## config.mk

```make
export PLATFORM = sky130hd
export DESIGN_NAME = ask_demod_flat
export DESIGN_NICKNAME = d
export VERILOG_FILES = /design/src/rtl/ask_demod_if.sv /design/src/rtl/ask_demod.sv /design/src/flat_wrapper.sv
export SDC_FILE = /design/constraint.sdc
export NUM_CORES = 1
export LEC_CHECK = 0
export CAP_MARGIN = 20
export CORE_AREA = 2 2 77 49
export CTS_CLUSTER_SIZE = 28
export DETAILED_ROUTE_END_ITERATION = 8
export DIE_AREA = 0 0 79 51
export PLACE_DENSITY_LB_ADDON = 0.1
export SLEW_MARGIN = 40
export SYNTH_ARGS = -nofsm -noshare
export SYNTH_HDL_FRONTEND = slang
export SYNTH_SLANG_ARGS = --single-unit
```

## constraint.sdc

```tcl
create_clock -name i_clk -period 6.3 [get_ports i_clk]
set_input_delay 0.945 -clock i_clk [delete_from_list [all_inputs] [get_ports i_clk]]
set_output_delay 0.945 -clock i_clk [all_outputs]
set_load 0.01 [all_outputs]
```

## src/rtl/ask_demod_if.sv

```systemverilog
// ask_demod_if: sample stream in, recovered bit stream out.
// The master drives samples and observes decisions; the demodulator takes the slave modport.
interface ask_demod_if;
    logic       sample_en;
    logic [9:0] ask_code_sin_in;
    logic       m_ser_code_out;
    logic       bit_valid;
    logic       carrier_det;

    modport master (
        output sample_en,
        output ask_code_sin_in,
        input  m_ser_code_out,
        input  bit_valid,
        input  carrier_det
    );

    modport slave (
        input  sample_en,
        input  ask_code_sin_in,
        output m_ser_code_out,
        output bit_valid,
        output carrier_det
    );
endinterface

```

## src/rtl/ask_demod.sv

```systemverilog
// ask_demod: non-coherent on/off-keyed demodulator.
// Integrates the sample stream over each bit window and slices against a threshold.
// Bit timing is taken from the first sample above DETECT_LEVEL; IDLE_BITS zeros in a row
// drop back to acquisition.
// Optional macro ASK_DEMOD_CNT_EN: count above-level samples instead of summing amplitude.
module ask_demod #(
    parameter int unsigned SPB          = 64,
    parameter int unsigned DETECT_LEVEL = 64,
    parameter int unsigned SUM_THRESH   = 8192,
    parameter int unsigned IDLE_BITS    = 8
) (
    input  logic       i_clk,
    input  logic       i_rst_n,
    ask_demod_if.slave bus
);

`ifdef ASK_DEMOD_CNT_EN
    localparam int unsigned ACC_W = $clog2(SPB) + 1;
    localparam logic [ACC_W-1:0] THRESH = ACC_W'(SPB / 4);
`else
    localparam int unsigned ACC_W = 10 + $clog2(SPB);
    localparam logic [ACC_W-1:0] THRESH = ACC_W'(SUM_THRESH);
`endif
    localparam int unsigned CNT_W  = $clog2(SPB);
    localparam int unsigned ZRUN_W = $clog2(IDLE_BITS + 1);

    localparam logic [9:0]        DET_LVL  = 10'(DETECT_LEVEL);
    localparam logic [CNT_W-1:0]  CNT_LAST = CNT_W'(SPB - 1);
    localparam logic [ZRUN_W-1:0] ZRUN_MAX = ZRUN_W'(IDLE_BITS);

    typedef enum logic {StIdle, StTrack} state_t;

    state_t              r_state, w_state_nxt;
    logic [ACC_W-1:0]    r_acc, w_acc_nxt;
    logic [CNT_W-1:0]    r_cnt, w_cnt_nxt;
    logic [ZRUN_W-1:0]   r_zrun, w_zrun_nxt;
    logic                r_code, w_code_nxt;
    logic                r_valid, w_valid_nxt;

    logic                w_det;
    logic [ACC_W-1:0]    w_inc;
    logic [ACC_W-1:0]    w_sum;
    logic                w_bit;
    logic [ZRUN_W-1:0]   w_zrun_inc;

    assign w_det = bus.ask_code_sin_in > DET_LVL;

`ifdef ASK_DEMOD_CNT_EN
    assign w_inc = {{(ACC_W-1){1'b0}}, w_det};
`else
    assign w_inc = ACC_W'(bus.ask_code_sin_in);
`endif

    // Window total including the sample being consumed now; only meaningful at window end.
    assign w_sum      = r_acc + w_inc;
    assign w_bit      = w_sum > THRESH;
    assign w_zrun_inc = (r_zrun == ZRUN_MAX) ? r_zrun : r_zrun + ZRUN_W'(1);

    // Next-state logic: acquisition, window integration and bit decision.
    always_comb begin
        w_state_nxt = r_state;
        w_acc_nxt   = r_acc;
        w_cnt_nxt   = r_cnt;
        w_zrun_nxt  = r_zrun;
        w_code_nxt  = r_code;
        w_valid_nxt = 1'b0;
        unique case (r_state)
            StIdle: begin
                w_acc_nxt  = '0;
                w_cnt_nxt  = '0;
                w_zrun_nxt = '0;
                if (bus.sample_en && w_det) begin
                    // Detecting sample is window sample 0.
                    w_state_nxt = StTrack;
                    w_acc_nxt   = w_inc;
                    w_cnt_nxt   = CNT_W'(1);
                end
            end
            StTrack: begin
                if (bus.sample_en) begin
                    if (r_cnt != CNT_LAST) begin
                        w_acc_nxt = w_sum;
                        w_cnt_nxt = r_cnt + CNT_W'(1);
                    end else begin
                        w_code_nxt  = w_bit;
                        w_valid_nxt = 1'b1;
                        w_acc_nxt   = '0;
                        w_cnt_nxt   = '0;
                        if (w_bit) begin
                            w_zrun_nxt = '0;
                        end else if (w_zrun_inc >= ZRUN_MAX) begin
                            w_state_nxt = StIdle;
                            w_zrun_nxt  = '0;
                        end else begin
                            w_zrun_nxt = w_zrun_inc;
                        end
                    end
                end
            end
            default: w_state_nxt = StIdle;
        endcase
    end

    // State registers with synchronous active-low reset.
    always_ff @(posedge i_clk) begin
        if (!i_rst_n) begin
            r_state <= StIdle;
            r_acc   <= '0;
            r_cnt   <= '0;
            r_zrun  <= '0;
            r_code  <= 1'b0;
            r_valid <= 1'b0;
        end else begin
            r_state <= w_state_nxt;
            r_acc   <= w_acc_nxt;
            r_cnt   <= w_cnt_nxt;
            r_zrun  <= w_zrun_nxt;
            r_code  <= w_code_nxt;
            r_valid <= w_valid_nxt;
        end
    end

    assign bus.m_ser_code_out = r_code;
    assign bus.bit_valid      = r_valid;
    assign bus.carrier_det    = (r_state == StTrack);

endmodule

```

## src/flat_wrapper.sv

```systemverilog
// flat-port wrapper written by rule: the top's interface ports become plain ports
module ask_demod_flat 
#(
    parameter int unsigned SPB          = 64,
    parameter int unsigned DETECT_LEVEL = 64,
    parameter int unsigned SUM_THRESH   = 8192,
    parameter int unsigned IDLE_BITS    = 8
)
  (i_clk, i_rst_n, bus_sample_en, bus_ask_code_sin_in, bus_m_ser_code_out, bus_bit_valid, bus_carrier_det);
  ask_demod_if bus_i ();
  input  logic i_clk;
  input  logic i_rst_n;
  input wire logic [$bits(bus_i.sample_en)-1:0] bus_sample_en;
  input wire logic [$bits(bus_i.ask_code_sin_in)-1:0] bus_ask_code_sin_in;
  output wire logic [$bits(bus_i.m_ser_code_out)-1:0] bus_m_ser_code_out;
  output wire logic [$bits(bus_i.bit_valid)-1:0] bus_bit_valid;
  output wire logic [$bits(bus_i.carrier_det)-1:0] bus_carrier_det;
  assign bus_i.sample_en = bus_sample_en;
  assign bus_i.ask_code_sin_in = bus_ask_code_sin_in;
  assign bus_m_ser_code_out = bus_i.m_ser_code_out;
  assign bus_bit_valid = bus_i.bit_valid;
  assign bus_carrier_det = bus_i.carrier_det;
  ask_demod #(.SPB(SPB), .DETECT_LEVEL(DETECT_LEVEL), .SUM_THRESH(SUM_THRESH), .IDLE_BITS(IDLE_BITS)) u_core (.i_clk(i_clk), .i_rst_n(i_rst_n), .bus(bus_i));
endmodule
```

==> run_results.csv, run 1 <==
group,metric,value,unit
power,leakage,0.000813,uW
synthesis,synth.net_count,262,
synthesis,synth.mux.area_fraction,0.0111,
worst_setup_path,arrival,4.23,ns
drt,drt_wl_total,4300,um
final_layout,drive_gt1_frac,0.0680,
timing,setup_tns,0,ns
worst_setup_path,r2r_end,"u_core.bus.m_ser_code_out$_SDFFE_PN0P_",
worst_setup_path,r2r_start,"u_core.r_acc[0]$_SDFFE_PN0P_",
final_layout,area_delta_synth_final,14.3,%
worst_setup_path,cpPeakStageDelay,0.52,ns
synthesis,synthSimpleGateAreaFrac,0.257,
clock_tree,cts_resized,0,
worst_setup_path,start_kind,"input port",
synthesis,ys_seq_area_frac,0.302,
hold_path,min-delay-start,"u_core.r_zrun[3]$_SDFFE_PN0P_",
timing,max_freq,244,MHz
synthesis,synth.most_common_cell,"nor2_1",
synthesis,netlist.area_leader.share,0.302,
place,io_buffers,15,
timing,worstMarginPinSlew,0.842,ns
drt,num_vias,1749,
synthesis,async_reset_ff_frac,0,
floorplanning,die_w,79,um
drt,drc,0,
synthesis,ys_dominant_reg_cell,"dfxtp_1",
power,combPwrFrac,0.250,
synthesis,synth-seq-cells,29,
synthesis,synth_cell_types,48,
floorplanning,initial_core_util,0.557,
worst_setup_path,critPathSlowestCell,"or4_1",
floorplanning,row_count,17,
synthesis,synth_area_leaders,"dfxtp_1, ha_1, nor2_1",
clock_tree,cts_tree,"built",
drt,drt_iter0_drc,96,
global_routing,grt_start_max_net_pins,19,
clock_tree,h-tree-depth,2,
worst_setup_path,startpoint,"bus_ask_code_sin_in[0]",
floorplanning,die_y,51,um
worst_setup_path,path_delay_family,"simple AND/OR/NAND/NOR gates",
hold_path,hold_path_class,"reg -> reg",
clock_tree,clk_latency,0.27,ns
timing,period_needed,4.10,ns
synthesis,yosysWarnings,0,
timing,post-route-period-util,0.650,
timing,relSlewSlack,0.438,
worst_setup_path,ff2ff_setup_slack,3.04,ns
final_layout,fin_nets,277,
place,gp_congestion,0.844,
synthesis,synth_xor_area_frac,0.0593,
timing,holdWs,0.478,ns
final_layout,diodes,0,
drt,postRouteAntennaNets,0,
timing,setup_viol,0,
clock_tree,postCtsHoldBufs,0,
power,clockPowerShare,0.322,
power,powerDensity,211,nW/um2
worst_setup_path,cp.required,6.43,ns
power,peakVddDrop,152,uV
power,p_switching,138,uW
drt,avgViaCountPerCell,5.89,
worst_setup_path,critPathCaptureType,"register",
worst_setup_path,crit_cells,11,
final_layout,final_core_util,0.637,
timing,slew_viol_final,0,
timing,fin_skew,0.00856,ns
worst_setup_path,cp_max_fo,5,
synthesis,synth_top_family_by_area,"simple AND/OR/NAND/NOR gates",
synthesis,synth_edf_count,0,
drt,wire_per_inst,14.5,um
power,switching_share,0.296,
worst_setup_path,worst-path-buf-inv,1,
timing,hold_violations,0,
clock_tree,cts.sinks,29,
place,dp_hpwl,3320,um
floorplanning,die_area,4030,um2
synthesis,postSynthCellCount,235,
worst_setup_path,worstSetupPathType,"in -> reg",
worst_setup_path,crit_chain,"clkdlybuf4s50_1, ha_1, fa_1, a21o_1, a221oi_4, xnor2_1, or4_1, or4_4, o21ai_2, and3_1, a311oi_1",
synthesis,synth-adder-area-share,0.0951,
power,p_int,326,uW
synthesis,synth_compound_area_frac,0.250,
clock_tree,clk_pin_slew,0.06,ns
flow_run,max-cap-violations,0,
clock_tree,root_buffer,"clkbuf_8",
power,total_power,464,uW
floorplanning,core,3450,um2
worst_setup_path,cp-endpoint,"u_core.bus.m_ser_code_out$_SDFFE_PN0P_",
global_routing,grt_pass1_wl,7260,um
power,pwr-share-seq,0.427,
global_routing,gr-usage-all-layers,0.232,
status,status,"complete, no violations",
global_routing,grt_pass1_vias,1513,
global_routing,grt-ovfl-total,0,
synthesis,syn_area_per_cell,8.17,um2
synthesis,yosysTopAreaCell,"dfxtp_1",
place,place_ws,1.92,ns
global_routing,antenna_found_initial,0,
floorplanning,top_level_ports,16,
synthesis,synth_area,1920,um2
clock_tree,cts_buffers,5,
timing,setup_slack,2.20,ns
drt,dr.pass1.iters,4,
clock_tree,cts_buffer_depth,2,
synthesis,netlist_top_cells_count,"nor2_1, dfxtp_1, nand2_1",
clock_tree,post_cts_buffers,0,
timing,rsz0062_at_grt,"false",
worst_setup_path,ff2ff_path_depth,10,
[layer usage]
metal  vias up  GRT usage  routed length, um
met1       795      0.370               2390
met3         4     0.0548                263
met2        44      0.306               1620
li1        906          -                  -
met4         0     0.0575                 30
met5         -          0                  0
[power groups by stage]
stage / combinational (uW) / sequential (uW) / clock (uW)
2_1_floorplan: 84.1 / 200 / 0
3_3_place_gp: 115 / 202 / 0
3_5_place_dp: 115 / 202 / 0
4_1_cts: 115 / 198 / 153
5_1_grt: 130 / 199 / 161
6_report: 116 / 198 / 150
[worst min-delay path: cells and delay by family, from the launching register on]
| family | cells | cell delay [ns] |
|---|---|---|
| flip-flops | 1 | 0.31 |
| buffers and inverters | 1 | 0.08 |
| AND/OR/NAND/NOR | 1 | 0.04 |
[placed cells by master, fill, tap and decap left out, types with 5 or more instances in the layout]
cell and instances:
nor2_1 32, dfxtp_1 29, nand2_1 17, nor3_1 16, a21oi_1 15, clkdlybuf4s50_1 15, ha_1 13, o21ai_0 9
a221oi_1 9, xnor2_1 8, nand4_1 6, clkbuf_8 6, inv_1 5, nand3_1 5, xor2_1 5, and2_1 5
[layout make-up]
| cell class | instances | area, um2 |
|---|---|---|
| inverters | 6 | 22.5 |
| well taps | 47 | 58.8 |
| clock buffers | 7 | 86.3 |
| repair buffers | 15 | 150 |
| flip-flops and latches | 29 | 581 |
| fillers | 324 | 1250 |
| multi-input cells | 193 | 1300 |
[sequential cells by signal (all words and copies together) (netlist names)]
name,cells
u_core.bus.bit_valid,1
u_core.r_zrun,4
u_core.bus.carrier_det,1
u_core.r_acc,16
u_core.r_cnt,6
u_core.bus.m_ser_code_out,1
[kinds of logic after synthesis]
kind of cell | Yosys count
xor+xnor | 13
flops | 29
fa+ha+maj | 14
mux | 2
simple gates | 101
compound gates | 63
buf+inv | 13
[worst min-delay path by stage]
| stage | depth (start not counted) | slack (ns) | to |
|---|---|---|---|
| global route | 2 | 0.50 | u_core.r_zrun[3]$_SDFFE_PN0P_ |
| floorplan | 2 | 0.45 | u_core.r_zrun[3]$_SDFFE_PN0P_ |
| finish | 2 | 0.48 | u_core.r_zrun[3]$_SDFFE_PN0P_ |
| detailed placement | 2 | 0.47 | u_core.r_zrun[3]$_SDFFE_PN0P_ |
| CTS | 2 | 0.48 | u_core.r_zrun[3]$_SDFFE_PN0P_ |
| global placement | 2 | 0.47 | u_core.r_zrun[3]$_SDFFE_PN0P_ |
[stage by stage]
step | std cells | instance area, um2
after floorplan | 235 | 1920
after global placement | 290 | 2100
after detailed placement | 290 | 2110
after CTS | 297 | 2190
after global routing | 297 | 2190
final | 297 | 2190
(Power assumes the default switching activity.)
==> inputs of run 2 (changes only) <==
--- a/config.mk
+++ b/config.mk
@@ -6,10 +6,10 @@
 export NUM_CORES = 1
 export LEC_CHECK = 0
 export CAP_MARGIN = 20
-export CORE_AREA = 2 2 77 49
+export CORE_AREA = 2 2 82 53
 export CTS_CLUSTER_SIZE = 28
 export DETAILED_ROUTE_END_ITERATION = 8
-export DIE_AREA = 0 0 79 51
+export DIE_AREA = 0 0 84 55
 export PLACE_DENSITY_LB_ADDON = 0.1
 export SLEW_MARGIN = 40
 export SYNTH_ARGS = -nofsm -noshare
==> constraint.sdc (replaced) <==
create_clock -name i_clk -period 3.7 [get_ports i_clk]
set_input_delay 0.555 -clock i_clk [delete_from_list [all_inputs] [get_ports i_clk]]
set_output_delay 0.555 -clock i_clk [all_outputs]
set_load 0.01 [all_outputs]
==> run_results.csv, run 2 (synthesis gave the netlist of run 1 again) <==
group,metric,value,unit
status,status,"complete, no violations",
final_layout,regMostFlops,"u_core.r_acc",
hold_path,holdPathEnd,"u_core.r_zrun[3]$_SDFFE_PN0P_",
worst_setup_path,ff2ff_setup_slack,0.56,ns
floorplanning,die_y,55,um
timing,fin_skew,0.00708,ns
drt,dr.pass1.iters,4,
timing,post-route-period-util,0.958,
global_routing,grt_start_max_net_pins,19,
worst_setup_path,arrival,3.70,ns
worst_setup_path,ff2ff_path_depth,12,
clock_tree,clk_latency,0.28,ns
clock_tree,clk_pin_slew,0.07,ns
worst_setup_path,critPathCaptureType,"register",
timing,relSlewSlack,0.441,
final_layout,instances_no_fill,318,
worst_setup_path,cp_max_fo,5,
worst_setup_path,r2r_end,"u_core.bus.m_ser_code_out$_SDFFE_PN0P_",
power,peakVddDrop,209,uV
worst_setup_path,worstSetupPathType,"in -> reg",
place,io_buffers,15,
timing,setup_viol,0,
drt,wire_per_inst,15.4,um
clock_tree,root_buffer,"clkbuf_8",
clock_tree,cts.sinks,29,
worst_setup_path,start_kind,"input port",
floorplanning,row_count,18,
final_layout,diodes,0,
floorplanning,core,3900,um2
global_routing,grt-ovfl-total,0,
worst_setup_path,cp.required,3.85,ns
power,powerDensity,367,nW/um2
drt,drt_iter0_drc,160,
timing,rsz0062_at_grt,"false",
final_layout,drive_gt1_frac,0.146,
drt,avgViaCountPerCell,5.80,
timing,period_needed,3.55,ns
timing,setup_tns,0,ns
drt,drc,0,
hold_path,min-delay-start,"u_core.r_zrun[3]$_SDFFE_PN0P_",
global_routing,grt_pass1_vias,1609,
flow_run,max-cap-violations,0,
clock_tree,cts_buffer_depth,2,
timing,worstMarginPinSlew,0.837,ns
power,leakage,0.000904,uW
place,dpl_cell_area,2220,um2
clock_tree,cts_buffers,5,
floorplanning,die_area,4620,um2
final_layout,largest_register_ffs,16,
drt,drt_wl_total,4900,um
place,gp_congestion,0.852,
drt,postRouteAntennaNets,0,
final_layout,fin_nets,294,
place,dp_hpwl,3500,um
floorplanning,initial_core_util,0.493,
final_layout,largest_registers,"u_core.r_acc x16, u_core.r_cnt x6, u_core.r_zrun x4",
final_layout,final_area,2350,um2
timing,slew_viol_final,0,
timing,holdWs,0.487,ns
global_routing,gr-usage-all-layers,0.224,
clock_tree,h-tree-depth,2,
final_layout,final_common_cell,"nor2_1",
hold_path,whs_path_depth,2,
final_layout,final_core_util,0.604,
timing,max_freq,282,MHz
timing,hold_violations,0,
place,dp.cells,308,
floorplanning,top_level_ports,16,
clock_tree,cts_tree,"built",
worst_setup_path,r2r_start,"u_core.r_acc[0]$_SDFFE_PN0P_",
drt,num_vias,1845,
floorplanning,die_w,84,um
final_layout,area_delta_synth_final,22.6,%
global_routing,grt_pass1_wl,7870,um
final_layout,final_cell_mix,"nor2_1, dfxtp_1, nand2_1, buf_4, nor3_1",
global_routing,antenna_found_initial,0,
hold_path,hold_path_class,"reg -> reg",
## run 2: area by class of cell
| cell class | count | area (um2) |
|---|---|---|
| Sequential cell | 29 | 581 |
| Tap cell | 50 | 62.6 |
| Timing Repair Buffer | 32 | 278 |
| Clock inverter | 1 | 5.00 |
| Clock buffer | 7 | 96.3 |
| Inverter | 6 | 22.5 |
| Fill cell | 357 | 1540 |
| Multi-Input combinational cell | 193 | 1310 |
## run 2: worst max-delay path by stage
stage / startpoint / end / cells past startpoint
after floorplan: bus_ask_code_sin_in[0] / u_core.bus.m_ser_code_out$_SDFFE_PN0P_ / 10
after global placement: bus_ask_code_sin_in[0] / u_core.bus.m_ser_code_out$_SDFFE_PN0P_ / 11
after detailed placement: bus_ask_code_sin_in[0] / u_core.bus.m_ser_code_out$_SDFFE_PN0P_ / 11
after CTS: bus_ask_code_sin_in[0] / u_core.bus.m_ser_code_out$_SDFFE_PN0P_ / 11
after global routing: bus_ask_code_sin_in[0] / u_core.bus.m_ser_code_out$_SDFFE_PN0P_ / 12
final: bus_ask_code_sin_in[0] / u_core.bus.m_ser_code_out$_SDFFE_PN0P_ / 13
## run 2: where the power goes
| part | switching [uW] | total (uW) | internal, uW |
|---|---|---|---|
| combinational | 124 | 229 | 106 |
| sequential | 11.3 | 337 | 326 |
| clock | 129 | 297 | 168 |
## run 2: metrics by stage
stage          setup slack, ns  total power [uW]
5_1_grt                 0.0133               910
6_report                 0.154               864
4_1_cts                  0.120               862
3_5_place_dp            -0.167               563
2_1_floorplan            0.400               484
3_3_place_gp           -0.0691               564
## run 2: layer usage
metal / share of wire / wire length, um / global-route usage / vias to the layer above
li1: - / - / - / 939
met4: 0.0075 / 37 / 0.0565 / 0
met5: 0 / 0 / 0 / -
met3: 0.061 / 300 / 0.0534 / 4
met1: 0.53 / 2580 / 0.329 / 852
met2: 0.40 / 1980 / 0.331 / 50
## run 2: repair_timing
action,CTS,global route
gates resized for setup,0,5
hold buffers,0,0
buffers inserted,0,2
endpoints found under the setup margin,0,1
## run 2: worst max-delay path, stage by stage
cell	delay [ns]
clkdlybuf4s50_1	0.43
ha_2	0.21
fa_2	0.34
a21o_1	0.22
a221oi_4	0.30
buf_4	0.16
buf_4	0.10
o21ai_0	0.10
xor2_1	0.17
or4_4	0.58
o22ai_4	0.23
and3_4	0.22
a311oi_1	0.08
